===== config.mk =====
export PLATFORM = sky130hd
export DESIGN_NAME = irq_source_ctrl
export DESIGN_NICKNAME = d
export VERILOG_FILES = /design/src/rtl/irq_source_ctrl.sv
export SDC_FILE = /design/constraint.sdc
export NUM_CORES = 1
export LEC_CHECK = 0
export CORE_MARGIN = 3
export CORE_UTILIZATION = 50
export CTS_CLUSTER_SIZE = 20
export DETAILED_ROUTE_END_ITERATION = 10
export GPL_TIMING_DRIVEN = 0
export PLACE_DENSITY = 0.76
export SETUP_SLACK_MARGIN = 0.02
export SYNTH_ARGS = -nofsm -noshare
export SYNTH_HDL_FRONTEND = slang
export SYNTH_SLANG_ARGS = --single-unit

===== constraint.sdc =====
create_clock -name clk -period 2.1 [get_ports clk]
set_input_delay 0.21 -clock clk [delete_from_list [all_inputs] [get_ports clk]]
set_output_delay 0.21 -clock clk [all_outputs]
set_load 0.005 [all_outputs]

===== src/rtl/irq_source_ctrl.sv =====
// Interrupt source conditioner: debounces a push-button, buffers Ethernet words,
// and issues one interrupt at a time to the processor until irq_done retires it.
module irq_source_ctrl #(
    parameter int unsigned DEBOUNCE_CYCLES = 16,
    parameter int unsigned ETH_FIFO_DEPTH  = 4,
    parameter logic [31:0] KEY_CODE        = 32'h0000_0001
) (
    input  logic                              clk,
    input  logic                              rst,
    input  logic                              key_raw,
    input  logic                              eth_valid,
    input  logic [31:0]                       eth_data,
    output logic                              eth_ready,
    input  logic                              irq_done,
    output logic                              interrupt_key,
    output logic                              interrupt_eth,
    output logic [31:0]                       interrupt_source_data,
    output logic                              key_pending,
    output logic [$clog2(ETH_FIFO_DEPTH):0]   eth_count
);

    localparam int unsigned PW   = $clog2(ETH_FIFO_DEPTH);
    localparam int unsigned CW   = PW + 1;
    localparam int unsigned DB_W = $clog2(DEBOUNCE_CYCLES);
    localparam logic [DB_W-1:0] DB_LAST = DB_W'(DEBOUNCE_CYCLES - 1);

    typedef enum logic [1:0] {IDLE, ISSUE, WAIT_DONE} state_e;
    typedef enum logic       {SEL_KEY, SEL_ETH}       sel_e;

    state_e state_q;
    sel_e   sel_q;

    logic [1:0]      sync_q;
    logic            key_sync;
    logic [DB_W-1:0] db_cnt_q, db_cnt_d;
    logic            filt_q, filt_d, filt_prev_q;
    logic            key_rise;
    logic            key_pending_q, key_pending_d;

    logic [31:0]   mem_q [ETH_FIFO_DEPTH];
    logic [PW-1:0] wr_ptr_q, rd_ptr_q;
    logic [CW-1:0] eth_count_q, eth_count_d;
    logic          push, pop, key_clear;

    logic        int_key_q, int_eth_q;
    logic [31:0] src_data_q;

    // NOTE: sequential state always uses non-blocking assignments so every flop
    // samples the pre-edge value of its sources, independent of block order.
    always_ff @(posedge clk or posedge rst) begin
        if (rst) begin
            sync_q      <= 2'b00;
            db_cnt_q    <= '0;
            filt_q      <= 1'b0;
            filt_prev_q <= 1'b0;
        end else begin
            sync_q      <= {sync_q[0], key_raw};
            db_cnt_q    <= db_cnt_d;
            filt_q      <= filt_d;
            filt_prev_q <= filt_q;
        end
    end

    assign key_sync = sync_q[1];

    // NOTE: every always_comb output gets a default first, so no path can
    // leave it unassigned and infer a latch.
    always_comb begin
        db_cnt_d = '0;
        filt_d   = filt_q;
        if (key_sync != filt_q) begin
            if (db_cnt_q == DB_LAST) begin
                filt_d = key_sync;
            end else begin
                db_cnt_d = db_cnt_q + 1'b1;
            end
        end
    end

    assign key_rise  = filt_q & ~filt_prev_q;
    assign key_clear = (state_q == ISSUE) && (sel_q == SEL_KEY);

    // A press detected in the clearing cycle must survive the clear.
    always_comb begin
        key_pending_d = key_pending_q;
        if (key_rise) begin
            key_pending_d = 1'b1;
        end else if (key_clear) begin
            key_pending_d = 1'b0;
        end
    end

    always_ff @(posedge clk or posedge rst) begin
        if (rst) begin
            key_pending_q <= 1'b0;
        end else begin
            key_pending_q <= key_pending_d;
        end
    end

    assign eth_ready = (eth_count_q != CW'(ETH_FIFO_DEPTH));
    assign push      = eth_valid && eth_ready;
    assign pop       = (state_q == ISSUE) && (sel_q == SEL_ETH);

    always_comb begin
        eth_count_d = eth_count_q;
        case ({push, pop})
            2'b10:   eth_count_d = eth_count_q + 1'b1;
            2'b01:   eth_count_d = eth_count_q - 1'b1;
            default: eth_count_d = eth_count_q;
        endcase
    end

    // NOTE: the storage array has no reset; pointers and count define validity,
    // so stale words are never observable.
    always_ff @(posedge clk) begin
        if (push) begin
            mem_q[wr_ptr_q] <= eth_data;
        end
    end

    always_ff @(posedge clk or posedge rst) begin
        if (rst) begin
            wr_ptr_q    <= '0;
            rd_ptr_q    <= '0;
            eth_count_q <= '0;
        end else begin
            if (push) wr_ptr_q <= wr_ptr_q + 1'b1;
            if (pop)  rd_ptr_q <= rd_ptr_q + 1'b1;
            eth_count_q <= eth_count_d;
        end
    end

    // Pulse and payload are loaded on entry to ISSUE so both are visible during it;
    // the matching clear/pop lands at the end of ISSUE.
    always_ff @(posedge clk or posedge rst) begin
        if (rst) begin
            state_q    <= IDLE;
            sel_q      <= SEL_KEY;
            int_key_q  <= 1'b0;
            int_eth_q  <= 1'b0;
            src_data_q <= '0;
        end else begin
            int_key_q <= 1'b0;
            int_eth_q <= 1'b0;
            case (state_q)
                IDLE: begin
                    if (key_pending_q) begin
                        state_q    <= ISSUE;
                        sel_q      <= SEL_KEY;
                        int_key_q  <= 1'b1;
                        src_data_q <= KEY_CODE;
                    end else if (eth_count_q != '0) begin
                        state_q    <= ISSUE;
                        sel_q      <= SEL_ETH;
                        int_eth_q  <= 1'b1;
                        src_data_q <= mem_q[rd_ptr_q];
                    end
                end
                ISSUE:     state_q <= WAIT_DONE;
                WAIT_DONE: if (irq_done) state_q <= IDLE;
                default:   state_q <= IDLE;
            endcase
        end
    end

    assign interrupt_key         = int_key_q;
    assign interrupt_eth         = int_eth_q;
    assign interrupt_source_data = src_data_q;
    assign key_pending           = key_pending_q;
    assign eth_count             = eth_count_q;

endmodule


# Yosys cells after proc, flatten, opt, wreduce, memory -nomap -nowiden

Memory sizes are Yosys's and may differ from the RTL's.
Cells that the tools add are included.
Widths: inputs -> output; s select.

Memory bits (writable): 128
Memories kept: 1
Register bits after elaboration: 53
Word-level logic and storage cells: 62
Input port bits: 37

Reduce and logical (&&, ||, !) cells: 11
Multiplexer cells: 20
Eq/ne operators: 9
Add/subtract/negate cells: 5
Bitwise logic cells: 3

Memory list:

| name  | depth | width | read ports | clocked after memory_dff | write ports | RTL line | RTL |
|---|---|---|---|---|---|---|---|
| mem_q | 4     | 32    | 1          | 0                        | 1           | 40       | `logic [31:0] mem_q [ETH_FIFO_DEPTH];` |

Operator list:

| kind                | number |
|---|---|
| $mux 32             | 2 |
| $mux 1              | 11 |
| $mux 4              | 2 |
| $mux 2              | 3 |
| $ne 3x3->1 const B  | 2 |
| $pmux 2 s3          | 1 |
| $pmux 3 s2          | 1 |
| $reduce_and 2->1    | 3 |
| $reduce_bool 2->1   | 3 |
| $add 2x1->2 const B | 2 |
| $add 4x1->4 const B | 1 |
| $eq 2x1->1 const B  | 2 |
| $eq 2x2->1 const B  | 2 |
| $eq 4x4->1 const B  | 1 |
| $add 3x1->3 const B | 1 |
| $logic_and 1x1->1   | 3 |
| $reduce_bool 3->1   | 1 |
| $sub 3x1->3 const B | 1 |
| $logic_not 2->1     | 1 |
| $ne 2x2->1 const B  | 1 |
| $not 1->1           | 2 |
| $and 1x1->1         | 1 |
| $ne 1x1->1          | 1 |

# Longest topological paths before layout

Word-level depth: 4
Gate-level depth with buffers: 8
Mapped depth without buffers: 8

# Worst setup path after synthesis

Ideal clock, no wire load.

Path kind: register to register
Start point: register eth_count_q[0] (netlist: eth_count[0])
End point: register eth_count_q[1] (netlist: eth_count[1])
Path slack: 32 ps
Setup time: 125 ps
Cell stages (with the launch flop): 7
Buffers on the path: 0
Data arrival time: 1943 ps
Data required time: 1975 ps
Path through: dfrtp_1 -> or3b_4 -> and2_4 -> inv_1 -> ha_1 -> fa_1 -> mux2_2

Longest elaborated chain between the ends: 4
Elaborated cells between the ends (all ways): 8

RTL lines:

| element                                  | RTL line | RTL |
|---|---|---|
| start: declaration                       | 42       | `logic [CW-1:0] eth_count_q, eth_count_d;` |
| start signal: assignment                 | 130      | `eth_count_q <= eth_count_d;` |
| $ne 3x3->1 (*)                           | 101      | `assign eth_ready = (eth_count_q != CW'(ETH_FIFO_DEPTH));` |
| named net eth_ready                      | 13       | `output logic eth_ready,` |
| $logic_and 1x1->1 (*)                    | 102      | `assign push = eth_valid && eth_ready;` |
| $eq 2x1->1 or $eq 2x2->1 (tied branches) | 107      | `case ({push, pop})` |
| $pmux 3 s2 (*)                           | 107      |  |
| named net eth_count_d[1]                 | 42       |  |

Mark *: on every way through the listed nets, which the timed path passes. The rest lies on a longest branch.
A chain may end at the register's enable or synchronous reset.

# Worst setup path in the final report

Start point: register eth_count_q[1] (netlist: eth_count[1])
End point: register eth_count_q[1] (netlist: eth_count[1])

Longest elaborated chain between the ends: 4
Elaborated cells between the ends (all ways): 8

RTL lines:

| element                                  | RTL line |
|---|---|
| $ne 3x3->1                               | 101 |
| $logic_and 1x1->1                        | 102 |
| $eq 2x1->1 or $eq 2x2->1 (tied branches) | 107 |
| $pmux 3 s2 (*)                           | 107 |
| named net eth_count_d[1]                 | 42 |

Marked as above.

==> run metrics <==
CP Depth=6; Critical Path End Type=register; Logic pwr share=31.1%; metal3 WL=780 um; family with the most delay on the worst path=simple AND/OR/NAND/NOR gates; arrival time at the worst endpoint=between 2000 and 2500 ps; Max-slew headroom=~40%; max cap viols=0; Pins Over Slew Limit=0; Max Used Layer=met4; Slew @ Worst Pin=915.4 ps; Final setup viols=0; Bufs and invs on worst path=1; Root Driver=clkbuf_16; Clock power frac=26.5%; DR pass1 iterations=4; clk_lat worst skew=430 ps; io pins=76; Warnings, synthesis=0; Post-Syn Instances=between 300 and 400; pwr dens=1478 nW/um^2; final period utilization=96.63%; Mapped Nets=358; RSZ-0062 raised after global routing=false; Clock Skew=10.91 ps; WL met1=~5000 um; met2 wire len=6110 um; sequential share of power=42.4%; Sw Pwr=3362 uW; area delta synth->final=24.73%; clock sink count=about 180; first-pass GRT wire length=roughly 19000 um; vias per cell=5.460; Worst Path Required=2400 ps; count of cell types in the netlist=34; Hold Crit Class=in -> async; status=completed; FF+latch count, synth=181; Core ar.=roughly 13000 sq um; pin count of the biggest net entering global routing=33; Peak VDD IR=0.8104 mV; DR iter-0 viols=roughly 200; type of origin of the critical path=register; WHS=roughly 190 ps; via count=3276; Hold Buf Count CTS=0; Avg Synthesized Cell Area=between 20 and 25 sq um; slowest stage cell, crit path=or3b_4; Reg2Reg Setup Slack=around 70 ps; commonest non-fill, non-tap cells in the layout=edfxtp_1, clkdlybuf4s50_1, dfrtp_1, mux4_2, a22o_1; Post-synth EDFFs=128; routability cong.=approximately 0.66; layout net count=459; most common cell after layout, fill and taps aside=edfxtp_1; asr flop ratio synth=29.28%; Most used DFF post-synth=edfxtp_1; Total Power=between 10000 and 15000 uW; Max Root-Sink Buffers=2; row count=41; Max stage delay on crit path=430 ps; Mapped Area=6703 sq um; chip height=121.8 um; Fmax=492.8 MHz; vias in the first global route=3492; CP Cell Sequence=or3b_4, and2_4, inv_1, ha_2, fa_1, mux2_2; worst-path fanout max=6; r2r worst-path depth=6; CTS buffer count=17; sequential fraction of the synthesis area=77.13%; total track usage=18.10%; die area=14830 sq um; minimum clock period=2029 ps; GR Overflow Total=0; CTS tree=built; Critical Setup Path Class=reg -> reg; Final Instance Area=8361 sq um; Post-Route WL=12000 um; Die W=121.8 um; switching portion of total power=between 20% and 30%; post-route ant nets=0; fraction of layout cells with a size suffix above 1=22.90%; area post-placement=7689 sq um; I/O Buffers=75; DPL Wire Length=around 7300 um; Clock transition at path regs=60 ps; Pint=8997 uW; wire length per cell=between 15 and 20 um; diode count=0; Fin. Hold Viols=0; antenna violations before repair=0; drt drc=0; H-tree levels=4; Leak=roughly 0.0031 uW; Initial Util=52.06%
layout make-up:
cell class / count / area, sq um
buffer: 14 / 101.3
clock buffer: 19 / 442.9
clock inverter: 13 / 178.9
fill: 880 / 4516
inverter: 9 / 33.78
multi-input combinational: 110 / 1400
sequential: 181 / 5172
tap: 172 / 215.2
timing repair buffer: 82 / 815.8
layer usage:
metal / GRT usage, % / vias up
met1: 23.61 / 1708
met3: 5.060 / 15
met4: 7.003 / 0
li1: - / 1465
met5: 0 / -
met2: 29.32 / 88
final timing paths:
check / start / to
worst min-delay path: rst / interrupt_source_data[20]
worst min register to register: sync_q[0] / sync_q[1]
worst max-delay path: eth_count[1] / eth_count[1]
max in group asynchronous: rst / eth_count[1]
min in group clk: key_raw / sync_q[0]
worst max register to register: eth_count[1] / eth_count[1]
per-stage QoR:
step | utilization, % | worst slack [ps] | setup TNS (ps) | std cells
after floorplan | - | 32.18 | 0 | 314
final | 64.93 | 70.73 | 0 | 600
after detailed placement | 59.71 | -48.92 | -48.92 | 562
after global placement | 59.56 | -569.5 | -30040 | 561
after global routing | 64.93 | 15.53 | 0 | 600
after CTS | 64.76 | 27.57 | 0 | 597
registers in the layout, summed over array words and instances (netlist names), 2 cells and up:
register / count
rd_ptr_q: 2
wr_ptr_q: 2
db_cnt_q: 4
interrupt_source_data: 32
eth_count: 3
state_q: 2
sync_q: 2
mem_q: 128
power by group through the flow:
stage | sequential (uW) | clock [uW] | combinational (uW)
CTS | 5250 | 3330 | 3940
finish | 5240 | 3280 | 3840
floorplan | 5240 | 0 | 2370
global placement | 5290 | 0 | 3750
detailed placement | 5340 | 0 | 3850
global route | 5340 | 3490 | 4230
logic make-up (layout without fill, tap and decap cells):
| kind of cell | after synthesis | after routing | share of synthesized area, % |
|---|---|---|---|
| mux | 35 | 35 | 11.31 |
| xor+xnor | 8 | 8 | 1.045 |
| flops | 181 | 181 | 77.13 |
| simple gates | 20 | 20 | 2.147 |
| buf+inv | 23 | 137 | 2.016 |
| compound gates | 40 | 40 | 4.928 |
| fa+ha+maj | 7 | 7 | 1.419 |
synth_stat cells (all sizes together) (2+ instances only):
cell    count  share of area, %
nor3        2              0.22
o21ai       3              0.22
dfrtp      53                20
buf        13               1.5
edfxtp    128                57
ha          6               1.1
a22o       31               4.1
xor2        2              0.26
nand2       3              0.17
a21oi       2              0.15
nor2        3              0.17
xnor2       6              0.78
mux4       32                11
and3        4              0.45
inv         9              0.50
mux2        3              0.56
timing repair:
item,4_1_cts,5_1_grt
gates resized for setup,3,0
pin swaps,0,2
gates cloned,0,0
endpoints found under the setup margin,1,1
buffers inserted,3,3
(Power assumes the default switching activity.)
